===== config.mk =====
export PLATFORM = sky130hd
export DESIGN_NAME = bk_multiword_add_seq
export DESIGN_NICKNAME = d
export VERILOG_FILES = /design/src/rtl/bk_pkg.sv /design/src/rtl/bk_multiword_add_seq_bk_adder.sv /design/src/rtl/bk_multiword_add_seq.sv
export SDC_FILE = /design/constraint.sdc
export NUM_CORES = 1
export LEC_CHECK = 0
export CELL_PAD_IN_SITES_DETAIL_PLACEMENT = 1
export CELL_PAD_IN_SITES_GLOBAL_PLACEMENT = 1
export CORE_ASPECT_RATIO = 1.75
export CORE_MARGIN = 3
export CORE_UTILIZATION = 34
export DETAILED_ROUTE_END_ITERATION = 10
export PLACE_DENSITY_LB_ADDON = 0.1
export SLEW_MARGIN = 10
export SYNTH_ARGS = -nofsm -noshare
export SYNTH_HDL_FRONTEND = slang
export SYNTH_SLANG_ARGS = --single-unit

===== constraint.sdc =====
create_clock -name clk -period 4.3 [get_ports clk]
set_clock_uncertainty 0.05 [all_clocks]
set_input_delay 0.86 -clock clk [delete_from_list [all_inputs] [get_ports clk]]
set_output_delay 0.86 -clock clk [all_outputs]
set_load 0.1 [all_outputs]

===== src/rtl/bk_pkg.sv =====
// Shared definitions for the BK-family sequencers that wrap the 16-bit
// Brent-Kung adder: the slice width and the common three-state FSM type.
package bk_pkg;

  localparam int SLICE_W = 16;

  typedef enum logic [1:0] {
    IDLE = 2'd0,
    RUN  = 2'd1,
    DONE = 2'd2
  } state_t;

endpackage


===== src/rtl/bk_multiword_add_seq_bk_adder.sv =====
// BK_Adder: combinational 16-bit Brent-Kung parallel-prefix adder.
// Ports:
//   s    out 16  sum a + b + cin (mod 2^16)
//   cout out 1   carry out of bit 15
//   a    in  16  operand A
//   b    in  16  operand B
//   cin  in  1   carry in
module BK_Adder (
  output logic [15:0] s,
  output logic        cout,
  input  logic [15:0] a,
  input  logic [15:0] b,
  input  logic        cin
);

  logic [15:0] p;
  logic [15:0] gg;   // group generate, ends as prefix G[0..i]
  logic [15:0] pp;   // group propagate matching gg
  logic [16:0] c;

  assign p = a ^ b;

  // The prefix tree is evaluated in place. Within one level the nodes that
  // are written are never read, so the in-place update equals a layered net.
  always_comb begin
    pp = p;
    gg = a & b;
    // Fold cin into bit 0 so every gg[i] becomes the true carry into bit i+1.
    gg[0] = gg[0] | (p[0] & cin);

    // Up-sweep: nodes 2^(l+1)-1 (mod 2^(l+1)) absorb the span below them.
    for (int l = 0; l < 4; l++) begin
      for (int i = (2 << l) - 1; i < 16; i += (2 << l)) begin
        gg[i] = gg[i] | (pp[i] & gg[i - (1 << l)]);
        pp[i] = pp[i] & pp[i - (1 << l)];
      end
    end

    // Down-sweep: fill the remaining nodes from the completed spans.
    for (int l = 2; l >= 0; l--) begin
      for (int i = (3 << l) - 1; i < 16; i += (2 << l)) begin
        gg[i] = gg[i] | (pp[i] & gg[i - (1 << l)]);
        pp[i] = pp[i] & pp[i - (1 << l)];
      end
    end
  end

  assign c    = {gg, cin};
  assign s    = p ^ c[15:0];
  assign cout = c[16];

endmodule


===== src/rtl/bk_multiword_add_seq.sv =====
// bk_multiword_add_seq: adds or subtracts two WORDS*16-bit operands one
// 16-bit slice per clock (LSB slice first) through a single BK_Adder, with
// the carry registered between slices.
// Ports:
//   clk, rst_n          clock (rising edge), synchronous active-low reset
//   in_valid/in_ready   operand handshake (in_ready high only in IDLE)
//   in_a, in_b          W-bit operands
//   in_cin              carry-in for add mode
//   in_sub              1: A-B, 0: A+B+cin
//   out_valid/out_ready result handshake
//   out_sum             W-bit result
//   out_cout            carry out of MSB (sub: 1 = no borrow)
//   out_ovf             two's-complement overflow
//   busy                high in RUN or DONE
module bk_multiword_add_seq
  import bk_pkg::*;
#(
  parameter int WORDS = 4
) (
  input  logic                   clk,
  input  logic                   rst_n,
  input  logic                   in_valid,
  output logic                   in_ready,
  input  logic [SLICE_W*WORDS-1:0] in_a,
  input  logic [SLICE_W*WORDS-1:0] in_b,
  input  logic                   in_cin,
  input  logic                   in_sub,
  output logic                   out_valid,
  input  logic                   out_ready,
  output logic [SLICE_W*WORDS-1:0] out_sum,
  output logic                   out_cout,
  output logic                   out_ovf,
  output logic                   busy
);

  localparam int W     = SLICE_W * WORDS;
  localparam int IDX_W = (WORDS > 1) ? $clog2(WORDS) : 1;
  localparam logic [IDX_W-1:0] LAST_IDX = IDX_W'(WORDS - 1);

  state_t             state;
  logic [W-1:0]       a_q;
  logic [W-1:0]       b_q;     // already inverted in subtract mode
  logic               carry;
  logic [IDX_W-1:0]   idx;

  logic [SLICE_W-1:0] slice_a;
  logic [SLICE_W-1:0] slice_b;
  logic [SLICE_W-1:0] slice_s;
  logic               slice_cout;

  assign slice_a = a_q[SLICE_W*idx +: SLICE_W];
  assign slice_b = b_q[SLICE_W*idx +: SLICE_W];

  BK_Adder u_bk_adder (
    .s    (slice_s),
    .cout (slice_cout),
    .a    (slice_a),
    .b    (slice_b),
    .cin  (carry)
  );

  assign in_ready = (state == IDLE);
  assign busy     = (state != IDLE);

  // NOTE: every register here uses <= so all of them update together from
  // the values present before the edge; blocking = would let later lines
  // see half-updated state and break the slice/carry pipeline.
  always_ff @(posedge clk) begin
    if (!rst_n) begin
      state     <= IDLE;
      idx       <= '0;
      carry     <= 1'b0;
      a_q       <= '0;
      b_q       <= '0;
      out_sum   <= '0;
      out_cout  <= 1'b0;
      out_ovf   <= 1'b0;
      out_valid <= 1'b0;
    end else begin
      unique case (state)
        IDLE: begin
          if (in_valid) begin
            a_q     <= in_a;
            b_q     <= in_sub ? ~in_b : in_b;
            carry   <= in_sub ? 1'b1 : in_cin;
            idx     <= '0;
            out_sum <= '0;
            state   <= RUN;
          end
        end
        RUN: begin
          out_sum[SLICE_W*idx +: SLICE_W] <= slice_s;
          carry <= slice_cout;
          if (idx == LAST_IDX) begin
            out_cout  <= slice_cout;
            // Carry into the MSB is recovered from the final slice's sum bit.
            out_ovf   <= slice_s[SLICE_W-1] ^ slice_a[SLICE_W-1]
                       ^ slice_b[SLICE_W-1] ^ slice_cout;
            out_valid <= 1'b1;
            state     <= DONE;
          end else begin
            idx <= idx + 1'b1;
          end
        end
        DONE: begin
          if (out_ready) begin
            out_valid <= 1'b0;
            state     <= IDLE;
          end
        end
        default: state <= IDLE;
      endcase
    end
  end

endmodule


# Word level (Yosys, flattened, before mapping)
# Index checks and enable logic that the tools add are counted.
op_classes:
  n_addsub: 2
  eq_ne: 7
  n_reduce_logical: 10
  n_bitwise: 72
  muxes: 17
  shift: 4
ops:
  columns: ["op", "n"]
  rows:
  - ["$mux W64", 2]
  - ["$pmux W64 S2", 1]
  - ["$shiftx A64 B7 Y16", 2]
  - ["$bwmux W64", 1]
  - ["$not A64 Y64", 1]
  - ["$shift A16 B34 Y64 const A", 1]
  - ["$shiftx A16 B34 Y64", 1]
  - ["$and A1 B1 Y1", 38]
  - ["$neg A6 Y34", 1]
  - ["$xor A16 B16 Y16", 2]
  - ["$or A1 B1 Y1", 27]
  - ["$and A16 B16 Y16", 1]
  - ["$mux W2", 5]
  - ["$reduce_and A3 Y1", 3]
  - ["$ne A2 B2 Y1 const B", 4]
  - ["$pmux W2 S3", 1]
  - ["$reduce_and A2 Y1", 3]
  - ["$reduce_bool A2 Y1", 3]
  - ["$eq A2 B2 Y1 const B", 2]
  - ["$mux W1", 4]
  - ["$pmux W1 S2", 2]
  - ["$pmux W2 S2", 1]
  - ["$xor A1 B1 Y1", 3]
  - ["$add A2 B1 Y2 const B", 1]
  - ["2 further kinds", 2]
word_totals:
  output_inout_bits: 69
  reg_bits: 200
  elab_cells: 121

# Logic depth before layout (Yosys ltp)
depth:
  depth_word: 20
  ltp_mapped: 18
  mapped_depth_nobuf: 15

# Cells and area by module
# Synthesis repeated with hierarchy kept, for this count alone.
unflattened:
  hier_cells: 951
  hier_area_um2: 9457.8
by_module_without_submodules:
  columns: ["module", "instances", "cells_each", "seq_area_each_um2", "area_each_um2"]
  rows:
  - ["bk_multiword_add_seq", 1, 881, 4003.8, 8812.2]
  - ["BK_Adder", 1, 70, 0.0, 645.6]

# Worst setup path after synthesis
# OpenSTA, ideal clock, no wires.
synth_path:
  path_kind: "flip-flop to flip-flop"
  startpoint: "register idx[1]"
  endpoint: "register out_ovf"
  synth_period_minus_slack_ns: 4.086
  t_arrival_ns: 3.914
  stages_incl_launch_ff: 19
  slack_ns: 0.214
  n_path_buf: 3
  setup_time_ns: 0.122
  path_cell_list: "dfxtp_1 > buf_2 > buf_2 > buf_2 > mux4_2 > fa_1 > inv_1 > fa_1 > nand2b_1 > a21oi_1 > o21ai_1 > nand2b_1 > a21o_1 > a21o_1 > fa_1 > xor2_1 > xnor2_1 > xnor2_1 > a21oi_1"
synth_via:
  elab_chain_cells: 20
  elab_cells_between_ends: 59
  cone_classes: "eq/ne (1); shift (2); bitwise (55); reduce/logical (1)"
synth_rtl:
  columns: ["element", "line", "rtl"]
  rows:
  - ["from (decl)", "bk_multiword_add_seq.sv:44", "logic [IDX_W-1:0] idx;"]
  - ["from (signal assigned)", "bk_multiword_add_seq.sv:102", "idx <= idx + 1'b1;"]
  - ["$shiftx A64 B7 Y16 (on tied branches)", "bk_multiword_add_seq.sv:51, bk_multiword_add_seq.sv:52", null]
  - ["$xor A16 B16 Y16", "bk_multiword_add_seq_bk_adder.sv:21", "assign p = a ^ b;"]
  - ["$and A1 B1 Y1", "bk_multiword_add_seq_bk_adder.sv:29", "gg[0] = gg[0] | (p[0] & cin);"]
  - ["$or A1 B1 Y1", "bk_multiword_add_seq_bk_adder.sv:29", null]
  - ["$and A1 B1 Y1", "bk_multiword_add_seq_bk_adder.sv:34", "gg[i] = gg[i] | (pp[i] & gg[i - (1 << l)]);"]
  - ["$or A1 B1 Y1", "bk_multiword_add_seq_bk_adder.sv:34", null]
  - ["$and A1 B1 Y1", "bk_multiword_add_seq_bk_adder.sv:34", null]
  - ["$or A1 B1 Y1", "bk_multiword_add_seq_bk_adder.sv:34", null]
  - ["[3 not listed]", null, null]
  - ["$or A1 B1 Y1", "bk_multiword_add_seq_bk_adder.sv:42", "gg[i] = gg[i] | (pp[i] & gg[i - (1 << l)]);"]
  - ["$and A1 B1 Y1", "bk_multiword_add_seq_bk_adder.sv:42", null]
  - ["$or A1 B1 Y1", "bk_multiword_add_seq_bk_adder.sv:42", null]
  - ["$and A1 B1 Y1", "bk_multiword_add_seq_bk_adder.sv:42", null]
  - ["$or A1 B1 Y1", "bk_multiword_add_seq_bk_adder.sv:42", null]
  - ["$xor A16 B16 Y16", "bk_multiword_add_seq_bk_adder.sv:49", "assign s = p ^ c[15:0];"]
  - ["$xor A1 B1 Y1", "bk_multiword_add_seq.sv:97", "out_ovf <= slice_s[SLICE_W-1] ^ slice_a[SLICE_W-1]"]
  - ["$xor A1 B1 Y1 (2 in series)", "bk_multiword_add_seq.sv:98", "^ slice_b[SLICE_W-1] ^ slice_cout;"]
  - ["to (signal assigned)", "bk_multiword_add_seq.sv:97", null]
  - ["to (decl)", "bk_multiword_add_seq.sv:32", "output logic out_ovf,"]
# Parallel ways exist; a longest one is shown, timed or not.
# A chain may end at the register's enable or synchronous reset.

# Final worst setup path
layout_path:
  startpoint: "register idx[0]"
  endpoint: "register out_ovf"
# The elaborated chain is that of the path after synthesis.

==> results <==
- The flow ran to the end, and the final reports show no timing, DRC or antenna violations.
- The signed area change from the synthesized netlist to the final layout is 30.82%.
- The worst register-to-register path has a depth of 16.
- The highest clock frequency the design can meet is about 0.25 GHz.
- CTS placed an instance of sky130_fd_sc_hd__clkbuf_16 at the clock tree root.
- Yosys printed 0 warnings.
- The number of slew-limit violations in the final report is 0.
- The endpoint kind of the worst setup timing path is a flop.
- For this design the static power due to leakage is 4.160 nW.
- By instance count, the cell type seen most on the critical path is sky130_fd_sc_hd__fa_1.
- At the placement stage, the worst setup path has a slack of 21.03 ps.
- The total CTS buffers is 17.
- At the later pin of the worst-skew pair, clock insertion delay measures around 440 ps.
- The placed wire-length estimate is 19460 µm.
- In the synthesized netlist, the number of instances is approximately 970.
- The worst slew slack as a fraction of its limit is 0.3206.
- In this run the number of cells on the critical path is 16.
- The count of nets left with antenna violations once routing finished came out at 0.
- In the global route stage, overall resource usage came out at 0.1814.
- By startpoint and endpoint, the worst setup path is classified as flop to flop.
- The net count of the finished layout is 1287.
- The number of stages on the worst hold path is 2.
- The initial antenna violation count is 0.
- The synthesized design contains 0 enable-type register cells.
- The mean area per synthesized cell is 9.245 µm².
- Routability-driven placement finished with a final weighted congestion of 0.8064.
- The hold slack is 403.5 ps.
- The initial core utilization is 0.3451.
- The die covers roughly 0.028 mm².
- The minimum clock period is 3994 ps.
- The routed layout has 7244 vias.
- The cell at the slowest stage of the critical path is sky130_fd_sc_hd__fa_1.
- For the pin with the worst max-slew slack, the measured transition is 1016 ps.
- The final worst slack is 305.9 ps.
- The number of global-route vias before repair is 7340.
- The post-detailed-route DRC marker count is 0.
- The kind of cell with the highest combined delay on the critical path is adder cells.
- The number of design-rule violations left by the first detailed-router iteration is ~400.
- Data on the critical path is required at its endpoint by roughly 4600 ps.
- The total length of routed wires is 25790 µm.
- Setup repair after global routing left no endpoint under its margin.
- The number of nets in the synthesized netlist is ~1100.
- In the finished design, the share of the clock period the worst path needs comes to 0.9289.
- The mean routed wirelength per cell is around 18 µm.
- The post-synthesis instance area is ~0.0090 mm².
- Counting both buffers and inverters, the worst setup path holds a total of 2.
- STA puts the critical path data arrival time at 4260 ps.
- The first global-routing pass estimated 40070 µm of wire.
- After filler insertion, the fill cell instance count of the layout stands at 2934.
- The signal on the critical path passes through buf_12 -> mux4_2 -> fa_1 -> inv_1 -> fa_1 -> nand2b_1 -> a21oi_1 -> o21ai_2 -> nand2b_1 -> a21o_1 -> a21o_1 -> fa_1 -> xor2_2 -> xnor2_1 -> xnor2_1 -> a21oi_1.
- The count of different cell masters after synthesis is 39.
- The class of the worst hold path is flop to flop.
- The number of hold-slack violations in the final timing report is 0.
- The peak per-stage delay on the critical path is 430 ps.
- The total negative slack for setup checks is 0 ps.
- The quantity of hold-fixing buffers added after cts is 0.
- After clock tree synthesis, the clock-pin slew on the worst setup and hold paths is ~70 ps.
- The pin count of the biggest net entering global routing is 111.
- 0 antenna diodes ended up in the layout.
- The number of iterations in the first detailed-routing pass is 4.
- In the synthesized netlist the async set-or-reset flop fraction comes to 0.
- The number of endpoints failing setup at the final stage is 0.
- The maximum net fanout on the critical path is 31.
- Counting every sink on the clock net gives 200.
- TritonCTS built the clock tree.
- The floorplan step defined a core boundary enclosing 0.02596 mm².
- The worst setup path is launched from a flop.
- Measured along the x axis, the die boundary spans 128.7 µm.
- a little over 200 I/O pins were placed.
- The number of storage elements in the synthesis netlist is 200.
- For flop-to-flop paths, the worst setup slack is just over 300 ps.
- The depth of the CTS H-tree is 4.
- The peak supply drop is 0.2922 mV.
- The total overflow left after global routing is 0.
- The largest buffer count on any clock path is 2.
- The height of the die is 220.7 µm.
- The share of the yosys chip area belonging to registers is 0.4469.
- The number of max-cap violations is 0.
- Port buffering added 202 buffers.
- The commonest register cell after synthesis is sky130_fd_sc_hd__dfxtp_1.
- Dividing the detail-routed via count by the number of cells gives approximately 5.0.
- In the final layout, the share of cells above drive strength 1 is 0.07645.
- The number of core rows is slightly below 80.
- The total power per unit cell area is 375.5 mW/mm².
metrics by stage:
step | std cells | power, mW | util | area (µm²)
6_report | 1458 | 4.401 | 0.4515 | 11720
5_1_grt | 1458 | 4.615 | 0.4515 | 11720
4_1_cts | 1458 | 4.465 | 0.4510 | 11710
3_5_place_dp | 1427 | 2.921 | 0.4298 | 11160
3_3_place_gp | 1427 | 2.909 | 0.4298 | 11160
2_1_floorplan | 969 | 2.593 | - | 8959
worst paths after layout:
path	from	to
worst min register to register	a_q[46]$_SDFFE_PN0P_	a_q[46]$_SDFFE_PN0P_
worst min-delay path	a_q[46]$_SDFFE_PN0P_	a_q[46]$_SDFFE_PN0P_
worst max-delay path	idx[0]$_SDFFE_PN0P_	out_ovf$_SDFFE_PN0P_
worst max register to register	idx[0]$_SDFFE_PN0P_	out_ovf$_SDFFE_PN0P_
registers in the layout (all words and copies together), names as in the netlist:
register / cells
out_valid: 1
out_sum: 64
carry: 1
idx: 2
a_q: 64
out_cout: 1
state: 2
b_q: 64
out_ovf: 1
cells in the final DEF, fill, tap and decap left out, types with 2 or more instances in the layout:
cell type                         instances
sky130_fd_sc_hd__a22oi_1                 49
sky130_fd_sc_hd__clkbuf_1                 3
sky130_fd_sc_hd__and3_1                   3
sky130_fd_sc_hd__clkinv_2                 4
sky130_fd_sc_hd__dfxtp_1                198
sky130_fd_sc_hd__clkbuf_8                 3
sky130_fd_sc_hd__buf_4                    9
sky130_fd_sc_hd__mux4_2                  33
sky130_fd_sc_hd__a21oi_1                 92
sky130_fd_sc_hd__xnor2_1                 73
sky130_fd_sc_hd__clkbuf_16               17
sky130_fd_sc_hd__nand3_1                  4
sky130_fd_sc_hd__a21o_1                   2
sky130_fd_sc_hd__nor2b_1                  4
sky130_fd_sc_hd__xor2_1                   3
sky130_fd_sc_hd__fa_1                     9
sky130_fd_sc_hd__nand2_1                136
sky130_fd_sc_hd__clkinvlp_4               3
sky130_fd_sc_hd__buf_12                   3
sky130_fd_sc_hd__o21ai_0                  5
sky130_fd_sc_hd__clkdlybuf4s50_1        201
sky130_fd_sc_hd__mux2i_1                  2
sky130_fd_sc_hd__dfxtp_2                  2
sky130_fd_sc_hd__nor2_1                 157
sky130_fd_sc_hd__a211oi_1                64
sky130_fd_sc_hd__inv_1                   11
sky130_fd_sc_hd__nand2b_1                 4
sky130_fd_sc_hd__o211ai_1                 2
sky130_fd_sc_hd__ha_1                    18
sky130_fd_sc_hd__nor3_1                   3
worst reg2reg max path, delay by kind of cell (launching register included):
kind	cells	cell delay, ps
adder cells (fa/ha/maj)	3	1030
AO/OA/AOI/OAI	5	850
XOR/XNOR	3	610
flip-flops	1	380
multiplexers	1	360
buffers and inverters	2	310
AND/OR/NAND/NOR	2	270
cells by family after synthesis:
group                      Yosys count  share of synthesized area
AOI/OAI and AO/OA                  221                     0.1601
xor gates and xnor gates            77                    0.07528
adders and majority gates           27                    0.04525
buffers and inverters               88                    0.04483
DFF                                200                     0.4469
muxes                               35                    0.08520
and+or+nand+nor                    321                     0.1425
synthesized netlist by cell type, drive strengths merged, types with 9 or more instances:
cell | n | area, µm²
fa | 9 | 180.2
inv | 13 | 48.80
a211oi | 64 | 480.5
clkbuf | 34 | 127.6
a22oi | 49 | 367.9
buf | 41 | 225.2
dfxtp | 200 | 4004
a21oi | 94 | 485.5
nor2 | 159 | 606.8
nand2 | 137 | 514.2
mux4 | 33 | 743.2
ha | 18 | 225.2
xnor2 | 73 | 639.4
layer usage:
metal	part of all wire	vias to the layer above	track usage
met1	0.44	3405	0.2214
met5	0	-	0
li1	-	3651	-
met4	0.014	0	0.04870
met2	0.52	159	0.3257
met3	0.032	29	0.03237
final cells by class:
class                   instances  area [µm²]  area share
well taps                     320       400.4     0.03416
clock buffers                  23       478.0     0.04078
repair buffers                213        2140      0.1826
inverters                      13       53.80    0.004591
clock inverters                 8       72.57    0.006192
multi-input cells             681        4569      0.3899
flip-flops and latches        200        4006      0.3418
report_power, final:
group          leakage, nW  internal, mW  switching (mW)  total [mW]
clock network        0.265         0.838           0.699        1.54
registers             1.64          1.96          0.0634        2.02
logic                 2.26         0.364           0.482       0.846
repair_timing:
item / in CTS / in global routing
endpoints found under the hold margin: 0 / 0
resized for setup: 0 / 2
buffers inserted: 0 / 0
endpoints found under the setup margin: 0 / 2
No activity file was read; power rests on OpenSTA's default activity.
